<file path="src/rtl/axi4_wr_pkg.sv">
// Shared constants and types for the AXI4 write-order controller.
//   DEPTH : max outstanding write bursts (matches the WID FIFO depth)
//   PTR_W : log2(DEPTH)
//   LEN_W : AWLEN width
//   w_state_e : W-channel gating FSM states
package axi4_wr_pkg;

  localparam int unsigned DEPTH = 32;
  localparam int unsigned PTR_W = 5;
  localparam int unsigned LEN_W = 8;

  typedef enum logic [0:0] {
    W_IDLE,
    W_ACTIVE
  } w_state_e;

endpackage

</file>
<file path="src/rtl/axi4_wr_len_fifo.sv">
// AW-order length FIFO: records AWLEN of every accepted AW so the W channel
// can check beat counts. Pops in lock-step with the external WID FIFO.
// Ports:
//   per_clk, pad_cpu_rst_b : clock, async active-low reset (clears pointers)
//   push, push_len         : write push_len at the write pointer
//   pop                    : advance the read pointer
//   head_len               : entry at the read pointer (asynchronous read)
// Occupancy is tracked by the parent; pushes while full never arrive here.
module axi4_wr_len_fifo
  import axi4_wr_pkg::*;
(
  input  logic             per_clk,
  input  logic             pad_cpu_rst_b,
  input  logic             push,
  input  logic [LEN_W-1:0] push_len,
  input  logic             pop,
  output logic [LEN_W-1:0] head_len
);

  logic [LEN_W-1:0] mem_q [DEPTH];
  logic [PTR_W-1:0] wr_ptr_q, wr_ptr_d;
  logic [PTR_W-1:0] rd_ptr_q, rd_ptr_d;

  // Pointers are exactly log2(DEPTH) wide, so wrap is the natural overflow.
  always_comb begin
    wr_ptr_d = wr_ptr_q;
    rd_ptr_d = rd_ptr_q;
    if (push) wr_ptr_d = wr_ptr_q + PTR_W'(1);
    if (pop)  rd_ptr_d = rd_ptr_q + PTR_W'(1);
  end

  always_ff @(posedge per_clk or negedge pad_cpu_rst_b) begin
    if (!pad_cpu_rst_b) begin
      wr_ptr_q <= '0;
      rd_ptr_q <= '0;
    end else begin
      wr_ptr_q <= wr_ptr_d;
      rd_ptr_q <= rd_ptr_d;
    end
  end

  // Storage needs no reset: an entry is only read after it was written.
  always_ff @(posedge per_clk) begin
    if (push) mem_q[wr_ptr_q] <= push_len;
  end

  assign head_len = mem_q[rd_ptr_q];

endmodule

</file>
<file path="src/rtl/axi4_wr_order_ctrl.sv">
// Write-channel sequencer between the BIU master port and the pad AXI slave.
// Throttles AW at DEPTH outstanding bursts, holds W off until its AW has
// been accepted, and flags bursts whose WLAST disagrees with the captured AWLEN.
// Ports:
//   per_clk, pad_cpu_rst_b          : clock, async active-low reset
//   m_awvalid/m_awready/m_awlen     : AW from BIU
//   s_awvalid/s_awready             : AW to pad
//   m_wvalid/m_wlast/m_wready       : W from BIU
//   s_wvalid/s_wready               : W to pad
//   err_clr                         : clears wlast_err
//   ost_cnt, full, empty            : outstanding burst count and its decodes
//   wlast_err                       : sticky WLAST/beat-count mismatch
module axi4_wr_order_ctrl
  import axi4_wr_pkg::*;
(
  input  logic             per_clk,
  input  logic             pad_cpu_rst_b,
  input  logic             m_awvalid,
  output logic             m_awready,
  input  logic [LEN_W-1:0] m_awlen,
  output logic             s_awvalid,
  input  logic             s_awready,
  input  logic             m_wvalid,
  input  logic             m_wlast,
  output logic             m_wready,
  output logic             s_wvalid,
  input  logic             s_wready,
  input  logic             err_clr,
  output logic [PTR_W:0]   ost_cnt,
  output logic             full,
  output logic             empty,
  output logic             wlast_err
);

  localparam int unsigned CntW = PTR_W + 1;

  w_state_e         state_q, state_d;
  logic [CntW-1:0]  ost_cnt_q, ost_cnt_d;
  logic [LEN_W-1:0] beat_cnt_q, beat_cnt_d;
  logic             wlast_err_q, wlast_err_d;
  logic [LEN_W-1:0] head_len;
  logic             aw_fire, w_en, w_fire, pop, exp_last, err_set;

  assign full  = (ost_cnt_q == CntW'(DEPTH));
  assign empty = (ost_cnt_q == '0);

  // AW path is purely combinational; full comes from a register.
  assign s_awvalid = m_awvalid & ~full;
  assign m_awready = s_awready & ~full;
  assign aw_fire   = m_awvalid & s_awready & ~full;

  // W gating depends only on the registered FSM state.
  assign w_en     = (state_q == W_ACTIVE);
  assign s_wvalid = m_wvalid & w_en;
  assign m_wready = s_wready & w_en;
  assign w_fire   = m_wvalid & s_wready & w_en;
  assign pop      = w_fire & m_wlast;

  assign exp_last = (beat_cnt_q == head_len);
  assign err_set  = w_fire & (m_wlast != exp_last);

  axi4_wr_len_fifo u_len_fifo (
    .per_clk       (per_clk),
    .pad_cpu_rst_b (pad_cpu_rst_b),
    .push          (aw_fire),
    .push_len      (m_awlen),
    .pop           (pop),
    .head_len      (head_len)
  );

  always_comb begin
    ost_cnt_d = ost_cnt_q;
    unique case ({aw_fire, pop})
      2'b10:   ost_cnt_d = ost_cnt_q + CntW'(1);
      2'b01:   ost_cnt_d = ost_cnt_q - CntW'(1);
      default: ost_cnt_d = ost_cnt_q;
    endcase
  end

  // Transitions look at the next count so W opens the cycle after the first
  // AW handshake rather than two cycles later.
  always_comb begin
    state_d = state_q;
    unique case (state_q)
      W_IDLE:   if (ost_cnt_d != '0) state_d = W_ACTIVE;
      W_ACTIVE: if (pop && ost_cnt_d == '0) state_d = W_IDLE;
      default:  state_d = W_IDLE;
    endcase
  end

  always_comb begin
    beat_cnt_d = beat_cnt_q;
    if (pop) begin
      beat_cnt_d = '0;
    end else if (w_fire && beat_cnt_q != '1) begin
      beat_cnt_d = beat_cnt_q + LEN_W'(1);
    end
  end

  // A new error wins over a same-cycle clear.
  always_comb begin
    wlast_err_d = wlast_err_q;
    if (err_set)      wlast_err_d = 1'b1;
    else if (err_clr) wlast_err_d = 1'b0;
  end

  always_ff @(posedge per_clk or negedge pad_cpu_rst_b) begin
    if (!pad_cpu_rst_b) begin
      state_q     <= W_IDLE;
      ost_cnt_q   <= '0;
      beat_cnt_q  <= '0;
      wlast_err_q <= 1'b0;
    end else begin
      state_q     <= state_d;
      ost_cnt_q   <= ost_cnt_d;
      beat_cnt_q  <= beat_cnt_d;
      wlast_err_q <= wlast_err_d;
    end
  end

  assign ost_cnt   = ost_cnt_q;
  assign wlast_err = wlast_err_q;

endmodule

</file>
<file path="config.mk">
export PLATFORM = sky130hd
export DESIGN_NAME = axi4_wr_order_ctrl
export DESIGN_NICKNAME = d
export VERILOG_FILES = /design/src/rtl/axi4_wr_pkg.sv /design/src/rtl/axi4_wr_len_fifo.sv /design/src/rtl/axi4_wr_order_ctrl.sv
export SDC_FILE = /design/constraint.sdc
export NUM_CORES = 1
export LEC_CHECK = 0
export ABC_AREA = 1
export CORE_UTILIZATION = 65
export DETAILED_ROUTE_END_ITERATION = 8
export GPL_TIMING_DRIVEN = 0
export PLACE_DENSITY = 0.81
export SYNTH_ARGS = -nofsm -noshare
export SYNTH_HDL_FRONTEND = slang
export SYNTH_HIERARCHICAL = 1
export SYNTH_SLANG_ARGS = --single-unit
</file>
<file path="constraint.sdc">
create_clock -name per_clk -period 3.7 [get_ports per_clk]
set_input_delay 0.74 -clock per_clk [delete_from_list [all_inputs] [get_ports per_clk]]
set_output_delay 0.74 -clock per_clk [all_outputs]
set_load 0.1 [all_outputs]
</file>
==> results of run 1 <==
## synthesized netlist by cell type (all sizes together)
cell type,instances
clkbuf,8
a21oi,19
o21ai,5
nor2,64
clkinv,2
ha,11
nand4,5
o211ai,9
nand3,176
nor3,4
inv,167
xor2,11
o31ai,1
dfrtp,26
fa,1
xnor2,9
nand2,425
buf,43
edfxtp,256
## path summary, 6_finish.rpt
path | slack, ps | depth (start not counted) | end | start
max in group asynchronous | 3030 | 1 | ost_cnt[0]$_DFF_PN0_ | pad_cpu_rst_b
max | 240 | 4 | full | ost_cnt[2]$_DFF_PN0_
min reg2reg | 510 | 2 | wlast_err$_DFFE_PN0P_ | wlast_err$_DFFE_PN0P_
min in group per_clk | 510 | 2 | wlast_err$_DFFE_PN0P_ | wlast_err$_DFFE_PN0P_
min | 210 | 1 | u_len_fifo/wr_ptr_q[0]$_DFFE_PN0P_ | pad_cpu_rst_b
max reg2reg | 530 | 11 | u_len_fifo/mem_q[7][5]$_DFFE_PP_ | ost_cnt[1]$_DFF_PN0_
## registers in the layout, summed over array words and instances (netlist names)
name                 cells
u_len_fifo/wr_ptr_q      5
ost_cnt                  6
beat_cnt_q               8
u_len_fifo/mem_q       256
state_q                  1
u_len_fifo/rd_ptr_q      5
wlast_err                1
## power breakdown
part	switching [mW]	internal, mW	leakage (nW)	total, mW
registers	0.154	3.66	2.61	3.82
clock network	1.12	1.51	0.419	2.63
logic	2.81	1.11	2.87	3.92
## routing by layer
metal | up-vias | share of wire | track usage
li1 | 4169 | - | -
met1 | 4236 | 0.38 | 0.393
met2 | 483 | 0.48 | 0.502
met3 | 93 | 0.089 | 0.0469
met4 | 0 | 0.045 | 0.149
met5 | - | 0 | 0
## layout make-up
class	instances	area, um2
clock buffers	33	719
well taps	260	325
fillers	1240	4820
flip-flops and latches	282	8340
clock inverters	15	129
inverters	169	639
plain buffers	51	244
multi-input cells	740	3350
repair buffers	28	255
## through the flow
step / setup WS, ps / hold slack, ps / std cells
2_1_floorplan: 21.7 / 444 / 1242
3_3_place_gp: 165 / 487 / 1530
3_5_place_dp: 146 / 490 / 1530
4_1_cts: 214 / 506 / 1578
5_1_grt: 128 / 246 / 1578
6_report: 242 / 212 / 1578
## logic make-up after synthesis
group / count (synthesis)
compound gates: 34
xor+xnor: 20
fa+ha+maj: 12
buf+inv: 220
flops: 282
simple gates: 674
## worst max-delay path: cells and delay by family (launching register included)
family | cells | cell delay [ps]
buffers and inverters | 1 | 1180
DFF | 1 | 430
and+or+nand+nor | 3 | 580
==> results by group, run 1 <==
Final layout
  • Final #Nets: 1,328
  • Most frequent cells in the layout: nand2_1 (422), edfxtp_1 (256), nand3_1 (175), inv_1 (160), nor2_1 (62)
  • Finished Cell Area: 14,000 um2
  • Fraction of layout instances using a drive strength above 1: 0.0781
  • P&R area growth vs syn: 11.6%
  • Final core occ: 0.744
  • Ant diodes: 0
  • Most common cell after layout, fill and taps aside: nand2_1

Place
  • IO buf count: 28
  • Final GP Congestion: 0.949
  • Area of placed instances: 13,200 um2
  • Dpl hpwl: 19,000 um

Synthesis
  • Main combinational cell family by area after synthesis: simple AND/OR/NAND/NOR gates
  • Yosys top cell by area: edfxtp_1
  • Synth Area in Simple Gates: 0.223
  • Mapped cell area: 12,600 um2
  • Synthesized Nets: 1,270
  • Synth cell types: 28
  • Yosys top cell area share: 0.612
  • Area contributors post-synth: edfxtp_1 (61%), nand2_1 (13%), nand3_1 (7.0%), dfrtp_1 (5.2%), inv_1 (4.8%)
  • Synth Area in XOR/XNOR: 0.0140
  • Adder-cell share of the synthesized area: 0.0126
  • Post-synthesis compound-gate area fraction: 0.0156
  • Post-synthesis average cell area: 10.1 um2
  • Mux contribution to synthesized area: 0
  • Sequential element share of the synthesized area: 0.664
  • Post-synthesis register bit count: 282
  • Syn Inst Count: 1,242
  • Synth warn: 6

Clock network
  • CTS buffer count: 28
  • Reg clk slew, reported paths: 60 ps
  • Post-CTS sizing: 0
  • Hold_buf cts: 0
  • Clk_lat worst skew: 550 ps
  • Postcts setup bufs: 0
  • CTS sink cnt: 282
  • CTS tree: done
  • H-tree depth: 1
  • CTS Buffer Depth: 3
  • Clock root buffer: clkbuf_16

Die
  • Die Width: 141 um
  • Core Region: 18,800 um2
  • Die H: 141 um
  • Rows: 50
  • Initial Util: 0.667
  • Die area: 19,900 um2
  • IO Count: 29

Power and ir drop
  • Maximum vdd drop: 0.000592 V
  • Pwr per Cell Area: 741 nW/um2
  • Pwr Total: 10.4 mW
  • Leak pwr: 5.90 nW

Timing
  • Fmax: 289 MHz
  • Fin crit period: 3460 ps
  • Clock skew: 20.1 ps
  • Max-slew headroom: 0.101
  • Max-slew violations: 0
  • Crit share post-route: 0.934
  • Worst-Margin Slew: 1340 ps
  • Final Hold Fails: 0
  • RSZ-0062 raised after global routing: false
  • Setup TNS: 0 ps
  • # setup viols final: 0

Outcome
  • Status: finished clean

Route
  • Drt first pass iters: 7
  • WL/cell: 18.3 um
  • Post-DRT Antenna Nets: 0
  • Final WL: 28,900 um
  • DRT iter0 DRCs: 804
  • Via count: 8,981
  • DR vias/cell: 5.69
  • Residual DRC: 0

GRT
  • Total global routing overflow: 0
  • Vias in the first global route: 8,478
  • GRT Overall Usage: 0.302
  • First-pass GRT wire length: 44,600 um
  • Largest net degree at the start of global routing: 33
  • Initial antenna violation count: 0

Worst setup path
  • Worst EP arrival: 2720 ps
  • CP Cell Sequence: nor2_1 -> nand3_1 -> nor3_4 -> clkdlybuf4s50_1
  • Critical path class: reg -> out
  • Slowest CP cell: clkdlybuf4s50_1
  • Critical Path End Type: primary output
  • Max incr delay on CP: 1180 ps
  • Max FO, Critical Path: 4
  • Startpoint Class: register
  • CP required: 2960 ps

Flow run
  • Max-cap violations: 0

Worst hold path
  • Worst hold path class: in -> async
Power figures use the tool's default switching activity.
==> run 2, diff against run 1 <==
- CORE_ASPECT_RATIO: default -> 1.25
==> results by group, run 2 (same netlist as run 1, synthesis figures left out) <==
Outcome
  • Status: finished clean

Clock network
  • Hold_buf cts: 0
  • CTS sink cnt: 282
  • CTS tree: done
  • Post-CTS sizing: 0
  • Clk_lat worst skew: 530 ps
  • Reg clk slew, reported paths: 60 ps
  • CTS Buffer Depth: 3
  • CTS buffer count: 27
  • Clock root buffer: clkbuf_16
  • H-tree depth: 1
  • Postcts setup bufs: 0

Timing
  • Fmax: 289 MHz
  • WHS: 236 ps
  • Worst-Margin Slew: 1390 ps
  • Final Hold Fails: 0
  • Max-slew violations: 0
  • RSZ-0062 raised after global routing: false
  • Crit share post-route: 0.937
  • Fin crit period: 3470 ps
  • Clock skew: 13.1 ps
  • Max-slew headroom: 0.0671
  • Setup TNS: 0 ps
  • # setup viols final: 0

Final layout
  • Area occupied by multi-input gates: 3350 um2
  • Max reg flops: 256
  • Ant diodes: 0
  • Fillers: 1,255
  • P&R area growth vs syn: 11.5%
  • Non-filler cells, final: 1,552
  • Final #Nets: 1,327
  • Reg area: 8340 um2
  • Most frequent cells in the layout: nand2_1 (422), edfxtp_1 (256), nand3_1 (175), inv_1 (160), nor2_1 (62)
  • Fraction of layout instances using a drive strength above 1: 0.0826
  • Biggest register: u_len_fifo/mem_q
  • Final core occ: 0.743
  • Most common cell after layout, fill and taps aside: nand2_1

Place
  • IO buf count: 28
  • Dpl hpwl: 19,300 um
  • Placed Cells: 1,502
  • Final GP Congestion: 0.962

Route
  • Residual DRC: 0
  • Wl on met1: 10,800 um
  • DR top layer: met4
  • Via count: 8,964
  • Met2 Wirelength: 15,100 um
  • DRT iter0 DRCs: 1,106
  • Drt first pass iters: 5
  • WL/cell: 19.5 um
  • Metal3 WL: 2710 um
  • DR vias/cell: 5.78
  • Final WL: 30,200 um
  • Post-DRT Antenna Nets: 0

Power and ir drop
  • Sequential power share: 0.363
  • Pwr per Cell Area: 750 nW/um2
  • Pwr Total: 10.5 mW
  • Sw Ratio: 0.394
  • Int Pwr: 6.37 mW
  • Leak pwr: 5.92 nW
  • Net Switching: 4.13 mW
  • Clock share of power: 0.260
  • Comb pwr share: 0.377
  • Maximum vdd drop: 0.000631 V

Flow run
  • Max-cap violations: 0

GRT
  • Vias in the first global route: 8,551
  • Largest net degree at the start of global routing: 33
  • GRT Overall Usage: 0.316
  • Initial antenna violation count: 0
  • First-pass GRT wire length: 46,000 um
  • Total global routing overflow: 0

Worst setup path
  • Slowest CP cell: clkdlybuf4s50_1
  • Critical path buffers and inverters: 1
  • CP Depth: 4
  • Startpoint Class: register
  • Worst EP arrival: 2730 ps
  • Critical path class: reg -> out
  • CP Cell Sequence: nor2_1 -> nand3_1 -> nor3_4 -> clkdlybuf4s50_1
  • Max incr delay on CP: 1180 ps
  • Crit-path leading delay family: buffers and inverters
  • Critical Path End Type: primary output
  • Max FO, Critical Path: 4
  • CP required: 2960 ps
  • R2R depth: 11

Die
  • Die area: 19,900 um2
  • Core Region: 18,800 um2
  • Initial Util: 0.666
  • Die H: 157 um
  • Die Width: 126 um
  • Rows: 56
  • IO Count: 29

Worst hold path
  • Worst hold path class: in -> async
[run 2: cell types whose count changed in the layout (fill, tap and decap cells not counted), sizes merged]
cell / previous run / this run
bufinv: 2 / 3
clkbuf: 41 / 43
clkinv: 15 / 12
buf: 48 / 49
clkdlybuf4s50: 23 / 22
clkinvlp: 0 / 1
inv: 167 / 168
[run 2: worst paths after layout]
path | from | endpoint | slack (ps)
setup / recovery | ost_cnt[2]$_DFF_PN0_ | full | 230
hold / removal | pad_cpu_rst_b | beat_cnt_q[7]$_DFFE_PN0P_ | 240
setup reg to reg | ost_cnt[1]$_DFF_PN0_ | u_len_fifo/mem_q[31][5]$_DFFE_PP_ | 600
hold reg to reg | wlast_err$_DFFE_PN0P_ | wlast_err$_DFFE_PN0P_ | 510
max in group asynchronous | pad_cpu_rst_b | ost_cnt[5]$_DFF_PN0_ | 2990
min in group per_clk | wlast_err$_DFFE_PN0P_ | wlast_err$_DFFE_PN0P_ | 510
[run 2: worst register-to-register path, delay by kind of cell, from the launching register on]
family | cells | cell delay, ps
DFF | 1 | 390
buffers and inverters | 4 | 440
and+or+nand+nor | 7 | 1900
[run 2: power by group through the flow]
stage | combinational, mW | clock [mW] | sequential (mW)
finish | 3.96 | 2.73 | 3.82
global route | 4.26 | 2.87 | 3.83
CTS | 3.86 | 2.75 | 3.81
detailed placement | 3.80 | 0 | 3.88
global placement | 3.71 | 0 | 3.87
floorplan | 2.42 | 0 | 4.07
[run 2: cell type report]
type,count,area share
multi-input combinational,740,0.239
buffer,51,0.0174
clock buffer,35,0.0518
sequential,282,0.596
inverter,169,0.0457
clock inverter,15,0.0110
timing repair buffer,28,0.0179
tap,232,0.0207
[run 2: stage by stage]
| stage | instance area (um2) | worst slack [ps] |
|---|---|---|
| 2_1_floorplan | 12600 | 21.7 |
| 3_3_place_gp | 13100 | 169 |
| 3_5_place_dp | 13100 | 109 |
| 4_1_cts | 14000 | 225 |
| 5_1_grt | 14000 | 165 |
| 6_report | 14000 | 235 |
[run 2: metal layers]
layer,vias to the layer above,GRT usage
met5,-,0
met4,0,0.163
met3,112,0.0503
met2,484,0.546
met1,4204,0.386
li1,4164,-
